**config.mk**
```make
export PLATFORM = sky130hd
export DESIGN_NAME = timer_device
export DESIGN_NICKNAME = d
export VERILOG_FILES = /design/src/rtl/timer_device.sv
export SDC_FILE = /design/constraint.sdc
export NUM_CORES = 1
export LEC_CHECK = 0
export BUFFER_PORTS_ARGS = -buffer_cell sky130_fd_sc_hd__buf_4
export CORE_ASPECT_RATIO = 0.75
export CORE_UTILIZATION = 45
export CTS_BUF_LIST = sky130_fd_sc_hd__clkbuf_4 sky130_fd_sc_hd__clkbuf_8 sky130_fd_sc_hd__clkbuf_16
export DETAILED_ROUTE_END_ITERATION = 6
export PLACE_DENSITY = 0.69
export SYNTH_ARGS = -nofsm -noshare
export SYNTH_HDL_FRONTEND = slang
export SYNTH_SLANG_ARGS = --single-unit
export TNS_END_PERCENT = 10
```
**constraint.sdc**
```tcl
create_clock -name clk -period 7.42 [get_ports clk]
set_clock_uncertainty 0.2 [all_clocks]
set_input_delay 1.484 -clock clk [delete_from_list [all_inputs] [get_ports clk]]
set_output_delay 1.484 -clock clk [all_outputs]
set_load 0.02 [all_outputs]
```
**src/rtl/timer_device.sv**
```systemverilog
// timer_device: responder for one memory-mapped timer slot.
// Word 0 CTRL {IM, MODE[1:0], EN}, word 1 PRESET, word 2 COUNT (read-only),
// word 3 status when TIMER_STATUS_EN is defined, otherwise zero.
// Optional build macro: TIMER_STATUS_EN.
module timer_device #(
    parameter logic [31:0] PRESET_RST = 32'h0000_0000
) (
    input  logic        clk,
    input  logic        reset,
    input  logic [29:0] addr,
    input  logic        we,
    input  logic [31:0] din,
    output logic [31:0] dout,
    output logic        irq
);

    typedef enum logic [1:0] {
        IDLE = 2'd0,
        LOAD = 2'd1,
        CNT  = 2'd2,
        INT  = 2'd3
    } stateT;

    stateT       state;
    stateT       stateNext;
    logic [3:0]  ctrl;
    logic [3:0]  ctrlNext;
    logic [31:0] preset;
    logic [31:0] presetNext;
    logic [31:0] count;
    logic [31:0] countNext;
    logic        irqFlag;
    logic        irqFlagNext;

    // Only the word offset is decoded; the bridge selects the slot.
    logic        unusedAddrBits;
    assign unusedAddrBits = ^addr[29:2];

    logic        ctrlWrite;
    logic        presetWrite;
    logic        autoReload;
    assign ctrlWrite   = we && (addr[1:0] == 2'd0);
    assign presetWrite = we && (addr[1:0] == 2'd1);
    // MODE 1x behaves as one-shot, so only 01 reloads.
    assign autoReload  = (ctrl[2:1] == 2'b01);

    // State register.
    always_ff @(posedge clk or posedge reset) begin
        if (reset) begin
            state <= IDLE;
        end else begin
            state <= stateNext;
        end
    end

    // Next-state and register updates; CPU writes are applied last so they win.
    always_comb begin
        stateNext   = state;
        ctrlNext    = ctrl;
        presetNext  = preset;
        countNext   = count;
        irqFlagNext = irqFlag;
        case (state)
            IDLE: begin
                if (ctrl[0]) begin
                    stateNext = LOAD;
                end
            end
            LOAD: begin
                countNext = preset;
                stateNext = CNT;
            end
            CNT: begin
                if (!ctrl[0]) begin
                    stateNext = IDLE;
                end else if (count > 32'd1) begin
                    countNext = count - 32'd1;
                end else begin
                    countNext   = 32'd0;
                    irqFlagNext = 1'b1;
                    stateNext   = INT;
                end
            end
            INT: begin
                stateNext = IDLE;
                if (autoReload) begin
                    irqFlagNext = 1'b0;
                end else begin
                    ctrlNext[0] = 1'b0;
                end
            end
            default: begin
                stateNext = IDLE;
            end
        endcase
        // A CTRL write doubles as the software acknowledge of the interrupt.
        if (ctrlWrite) begin
            ctrlNext    = din[3:0];
            irqFlagNext = 1'b0;
        end
        if (presetWrite) begin
            presetNext = din;
        end
    end

    // Architectural registers.
    always_ff @(posedge clk or posedge reset) begin
        if (reset) begin
            ctrl    <= 4'd0;
            preset  <= PRESET_RST;
            count   <= 32'd0;
            irqFlag <= 1'b0;
        end else begin
            ctrl    <= ctrlNext;
            preset  <= presetNext;
            count   <= countNext;
            irqFlag <= irqFlagNext;
        end
    end

    // Read mux, purely combinational with no side effects.
    always_comb begin
        dout = 32'd0;
        case (addr[1:0])
            2'd0: dout = {28'd0, ctrl};
            2'd1: dout = preset;
            2'd2: dout = count;
            default: begin
`ifdef TIMER_STATUS_EN
                dout = {27'd0, irqFlag, state, 2'b00};
`else
                dout = 32'd0;
`endif
            end
        endcase
    end

    assign irq = ctrl[3] & irqFlag;

endmodule

```
==> metrics.txt, run 1 <==
minimum clock period=4169 ps; fraction of registers with async set or reset after synthesis=100.0%; post-CTS setup buffers=0; port bufs=69; WP data arrival=2490 ps; total negative slack=0 ps; WL/cell=18.23 µm; Post-CTS Hold Fix Bufs=0; R2R Path End=count[30]; Max-slew headroom=17.41%; vias per cell=6.244; worst skew pair latency=340 ps; Routed Antenna Nets=0; R2R Path Start=count[10]; number of CTS-inserted buffers=9; CTS tree=done; GRT Util Overall=23.74%; DRC=0; hold path depth=2; maximum clock rate=239.9 MHz; CTS Sinks=71; Synth Register Bits=71; Die Wd=110.1 µm; max cap viols=0; worst vdd ir=0.0001933 V; Final Hold Viols=0; count leader, synth=dfrtp_1; Hold Path Origin=preset[21]; Worst Path Max Fanout=33; Layout Cells excl Fill=561; Die H=83.06 µm; Post-synth EDFFs=0; ys flop type=dfrtp_1; die area=9143 µm²; Least-Margin Pin Slew=1231 ps; status=completed; root buf cell=clkbuf_16; Syn Inst Count=391; R2R cell count=5; GP Congestion=0.8556; DR iter-0 viols=256; Crit-path slowest cell=a22o_2; final worst setup slack=3251 ps; part of the cycle the worst path needs=56.19%; Synth area leaders=dfrtp_1 (45%), mux2_2 (9.7%), a22o_1 (6.2%); power density over the cells=367.2 nW/µm²; r2r setup slk=4010 ps; setup violators final=0; Setup CP Type=in2out; CP required=5740 ps; RSZ-0062 raised after global routing=no; fill count=783; syn avg cell area=10.08 µm²; Post-CTS Resized=0; via count=3503; Synth area leader=dfrtp_1; Post-Route WL=10.23 mm; mapped cell area=3943 µm²; critical path endpoint category=output pin; CTS Buffer Depth=2; layout cells sized above 1=30.91%; largest net degree at the start of global routing=72; clk slew on worst S/H paths=50 ps; syn nets=458; Core Rows=29; synth cell count leaders=dfrtp_1 (71), mux2_2 (34), a22o_1 (28), nand2_1 (26); Distinct cells, synth=56; dpl hpwl=6.776 mm; layout net count=515; Yosys top cell area share=45.07%; GR Overflow Total=0; post-synthesis sequential area ratio=45.07%; DR pass1 iterations=5; placed cells=545; Min Hold Slack=316.3 ps; first-pass GRT wire length=16.62 mm; initial core utilization=46.43%; core area=8491 µm²; Worst Hold Endpoint=count[21]; CP cell instances=buf_4 > nor2b_2 > buf_4 > a22o_2 > buf_4; min-delay worst type=reg2reg; Layout area overhead=22.69%; antenna cells=0; max incr delay on CP=310 ps; number of global-route vias before repair=3292; Slew Limit Fails=0; CP dominant cell by count=buf_4; initial antenna violation count=0; YS warnings=0; pre-CTS setup slack=3259 ps; I/O pins=98; Pleak=2.061 nW; H-tree depth=3; Critical path origin=addr[0]; final core occ=56.97%; startpoint types=primary input
worst max-delay path, delay by kind of cell:
kind | cells | cell delay [ps]
simple gates | 1 | 140
compound gates | 1 | 310
buf+inv | 3 | 540
routing by layer:
layer	track usage [%]	part of all wire, %	up-vias
li1	-	-	1617
met1	35.71	48	1735
met2	34.20	44	147
met3	6.986	7.6	4
met4	3.879	0.35	0
met5	0	0	-
cells in the final DEF, fill, tap and decap left out, drive strengths merged, types with 7 or more instances in the layout:
| master | count |
|---|---|
| a21oi | 12 |
| a22o | 30 |
| a22oi | 12 |
| and2 | 9 |
| buf | 75 |
| clkbuf | 10 |
| dfrtp | 71 |
| inv | 8 |
| mux2 | 34 |
| nand2 | 26 |
| nand2b | 7 |
| nand3 | 16 |
| nor2 | 15 |
| nor3 | 13 |
| nor4 | 7 |
| o21ai | 23 |
| o22ai | 8 |
| o311ai | 8 |
report_power, final:
part           internal [mW]  switching (mW)
sequential             0.517           0.177
clock                  0.267           0.160
combinational          0.294           0.362
registers in the layout, summed over array words and instances, names as in the netlist:
| register | flops |
|---|---|
| preset | 32 |
| state | 2 |
| ctrl | 4 |
| count | 32 |
| irqFlag | 1 |
worst max-delay path by stage:
stage / to / cells past startpoint
floorplan: dout[10] / 5
global placement: dout[22] / 5
detailed placement: dout[22] / 5
CTS: dout[5] / 5
global route: dout[0] / 6
finish: dout[22] / 5
final cells by class:
cell class | count | area (µm²) | area share, %
clock buffers | 10 | 239.0 | 4.941
repair buffers | 75 | 563.0 | 11.64
flip-flops and latches | 71 | 1777 | 36.73
clock inverters | 6 | 60.06 | 1.242
multi-input cells | 283 | 2033 | 42.03
well taps | 108 | 135.1 | 2.794
inverters | 8 | 30.03 | 0.6208
per-stage QoR:
step           total power, mW  area [µm²]
2_1_floorplan            1.128        3943
3_3_place_gp             1.317        4538
3_5_place_dp             1.344        4538
4_1_cts                  1.778        4837
5_1_grt                  1.889        4837
6_report                 1.776        4837
cell families after synthesis:
| logic type | Yosys count | synth area share [%] |
|---|---|---|
| AO/OA/AOI/OAI | 126 | 23.87 |
| AND/OR/NAND/NOR | 116 | 15.84 |
| flip-flops | 71 | 45.06 |
| multiplexers | 38 | 10.73 |
| buffers and inverters | 37 | 3.650 |
| adder cells (fa/ha/maj) | 2 | 0.6346 |
| XOR/XNOR | 1 | 0.2222 |
No activity file was read; power rests on OpenSTA's default activity.
==> inputs of run 2 (changes only) <==
- PLACE_DENSITY: 0.69 -> 0.72
- clock period: 7.42 -> 3.6 ns (I/O delays scaled with it)
==> metrics.txt, run 2 (synthesis gave the netlist of run 1 again) <==
status=completed; layout net count=525; initial antenna violation count=0; RSZ-0062 raised after global routing=no; most frequent cells in the layout=buf_4 (84), dfrtp_1 (71), mux2_2 (34), a22o_1 (28), nand2_1 (26); Max-slew headroom=43.42%; CTS Sinks=71; CP required=3630 ps; via count=3536; Least-Margin Pin Slew=847.5 ps; GP Congestion=0.8800; die area=9143 µm²; maximum clock rate=361.9 MHz; startpoint types=register; post-CTS setup buffers=0; met1 usage=34.37%; Pleak=2.110 nW; Worst Path Max Fanout=7; power density over the cells=743.7 nW/µm²; initial core utilization=46.43%; CTS Buffer Depth=2; port bufs=69; worst vdd ir=0.0004329 V; root buf cell=clkbuf_16; Post-Route WL=10.34 mm; vias per cell=6.204; dpl hpwl=7.138 mm; WL/cell=18.15 µm; Top Registers=count (32), preset (32), ctrl (4); first-pass GRT wire length=16.91 mm; number of CTS-inserted buffers=9; Slew Limit Fails=0; critical path endpoint category=register; most common cell after layout, fill and taps aside=buf_4; worst skew pair latency=340 ps; core area=8491 µm²; GRT busiest layer=met2; CP cell instances=nor4_1 > and4_1 > nand2_1 > or3_1 > o311ai_1; WP data arrival=2800 ps; GR Overflow Total=0; max cap viols=0; DR iter-0 viols=141; pre-CTS setup slack=914.8 ps; total negative slack=0 ps; part of the cycle the worst path needs=76.75%; Die Wd=110.1 µm; GR Util met2=36.53%; clk slew on worst S/H paths=50 ps; layout cells sized above 1=32.03%; Die H=83.06 µm; min-delay worst type=reg2reg; Final Hold Viols=0; setup violators final=0; GRT Util Overall=24.30%; Post-CTS Resized=0; H-tree depth=3; final worst setup slack=836.9 ps; I/O pins=98; Routed Antenna Nets=0; Post-CTS Hold Fix Bufs=0; number of global-route vias before repair=3356; DR pass1 iterations=5; antenna cells=0; final core occ=57.68%; fill count=777; r2r setup slk=840 ps; Setup CP Type=reg2reg; Layout area overhead=24.21%; Core Rows=29; DRC=0; minimum clock period=2763 ps; CTS tree=done; max incr delay on CP=700 ps; Crit-path slowest cell=nor4_1; met3 Use GR=6.201%; largest net degree at the start of global routing=39
## run 2: through the flow
step / power [mW] / hold WS [ps] / instance area [µm²] / instances
after floorplan: 2.326 / 265.8 / 3943 / 391
after global placement: 2.753 / 294.1 / 4623 / 555
after detailed placement: 2.805 / 300.9 / 4623 / 555
after CTS: 3.648 / 312.3 / 4897 / 570
after global routing: 3.871 / 340.7 / 4897 / 570
final: 3.642 / 310.6 / 4897 / 570
## run 2: worst paths after layout
kind                                 start         to  cells after the start
worst max-delay path             count[10]  count[31]                      5
worst min-delay path            preset[21]  count[21]                      2
worst max register to register   count[10]  count[31]                      5
worst min register to register  preset[21]  count[21]                      2
max in group asynchronous            reset  count[23]                      3
min in group asynchronous            reset  preset[7]                      2
## run 2: report_power, final
part | switching (mW) | internal (mW)
combinational | 0.745 | 0.640
sequential | 0.368 | 1.07
clock | 0.312 | 0.511
## run 2: critical path: cells and delay by family, from the launching register on
kind | cells | cell delay, ps
flops | 1 | 430
compound gates | 1 | 240
simple gates | 4 | 1800
## run 2: final cells by class
type	instances	area, µm²	share of cell area (%)
clock buffer	14	269.0	5.493
multi-input combinational	283	2031	41.47
clock inverter	1	5.005	0.1022
tap	108	135.1	2.759
timing repair buffer	85	650.6	13.29
sequential	71	1777	36.28
inverter	8	30.03	0.6132
## run 2: per-layer routing
layer  share of wire (%)  vias to the layer above
met5                   0                        -
li1                    -                     1636
met2                  45                      152
met1                  46                     1735
met4                0.82                        0
met3                 7.2                       13
==> inputs of run 3 (changes only) <==
- PLACE_DENSITY: 0.72 -> 0.69
- clock period: 3.6 -> 2.9 ns (I/O delays scaled with it)
==> metrics.txt, run 3 (synthesis gave the netlist of run 1 again) <==
DR iter-0 viols=173; number of global-route vias before repair=3331; Int Pwr=2.737 mW; clock network power share=21.8%; initial antenna violation count=0; Die Wd=110.1 µm; post-CTS setup buffers=0; max cap viols=0; GR Overflow Total=0; core area=8491 µm²; Layout area overhead=24.69%; largest net degree at the start of global routing=72; WP data arrival=2550 ps; startpoint types=register; Post-Route WL=10.19 mm; Slew Limit Fails=0; layout cells sized above 1=32.33%; initial core utilization=46.43%; root buf cell=clkbuf_16; CTS Buffer Depth=2; number of CTS-inserted buffers=9; setup violators final=0; R2R cell count=6; Post-CTS Hold Fix Bufs=0; Worst Path Max Fanout=7; Gate power share=38.8%; CTS Sinks=71; Core Rows=29; Sw Ratio=39.10%; layout net count=528; I/O pins=98; Post-CTS Resized=0; Max-slew headroom=62.31%; DRC=0; H-tree depth=3; maximum clock rate=394.3 MHz; Routed Antenna Nets=0; vias per cell=5.998; clk slew on worst S/H paths=50 ps; via count=3431; min-delay worst type=in2async; Top Registers=count (32), preset (32), ctrl (4); status=completed; DR pass1 iterations=4; placed inst area=4658 µm²; CTS tree=done; sequential share of power=39.5%; first-pass GRT wire length=16.57 mm; GRT Util Overall=23.69%; CP required=2920 ps; worst vdd ir=0.0004977 V; fill count=761; dpl hpwl=6.834 mm; port bufs=69; GP Congestion=0.8671; part of the cycle the worst path needs=87.45%; R2R Path Start=count[31]; minimum clock period=2536 ps; most frequent cells in the layout=buf_4 (86), dfrtp_1 (71), mux2_2 (34), a22o_1 (28), nand2_1 (26); most common cell after layout, fill and taps aside=buf_4; antenna cells=0; die area=9143 µm²; r2r setup slk=360 ps; Final Hold Viols=0; RSZ-0062 raised after global routing=no; Tot Pwr=4.495 mW; R2R Path End=count[30]; post-route cell area=4916 µm²; critical path endpoint category=register; Pleak=2.122 nW; worst skew pair latency=330 ps; net switching power=1.758 mW; Least-Margin Pin Slew=560.3 ps; Critical path origin=count[31]; power density over the cells=914.4 nW/µm²; WL/cell=17.81 µm; total negative slack=0 ps; Setup CP Type=reg2reg; Die H=83.06 µm
run 3: worst max-delay path, stage by stage (launching register included):
cell,delay (ps)
dfrtp_1,420
nor4_1,550
o2111ai_1,300
o31ai_2,300
buf_4,210
o21ai_0,110
a221o_1,320
run 3: worst max-delay path by stage:
| stage | slack (ps) | cells past startpoint | end |
|---|---|---|---|
| global route | 250 | 6 | count[30] |
| CTS | 420 | 4 | count[31] |
| floorplan | 270 | 5 | dout[10] |
| global placement | 480 | 4 | count[31] |
| detailed placement | 430 | 4 | count[31] |
| finish | 360 | 6 | count[30] |
run 3: power by group through the flow:
stage | logic (mW) | clock network, mW | registers [mW]
floorplan | 1.29 | 0 | 1.60
finish | 1.74 | 0.978 | 1.77
detailed placement | 1.74 | 0 | 1.77
CTS | 1.74 | 1.00 | 1.76
global placement | 1.70 | 0 | 1.76
global route | 1.92 | 1.04 | 1.83
run 3: per-layer routing:
layer	GRT usage, %	wire length, µm	vias to the layer above
met5	0	0	-
met4	8.121	125	0
met3	5.651	611	14
met2	34.94	4499	114
met1	33.91	4953	1660
li1	-	-	1643
run 3: area by class of cell:
cell class | instances | area (µm²) | share of cell area [%]
repair buffers | 88 | 685.7 | 13.95
clock inverters | 2 | 10.01 | 0.2036
multi-input cells | 283 | 2031 | 41.31
clock buffers | 12 | 247.7 | 5.039
flip-flops and latches | 71 | 1777 | 36.14
well taps | 108 | 135.1 | 2.749
inverters | 8 | 30.03 | 0.6108
run 3: stage by stage:
stage | hold slack, ps | util, % | std cells | setup slack [ps]
after global routing | 163.0 | 57.90 | 572 | 248.9
after floorplan | 265.8 | - | 391 | 270.3
after CTS | 144.3 | 57.90 | 572 | 422.9
after global placement | 298.3 | 54.86 | 558 | 475.7
after detailed placement | 319.1 | 54.86 | 558 | 427.2
final | 132.9 | 57.90 | 572 | 364.0
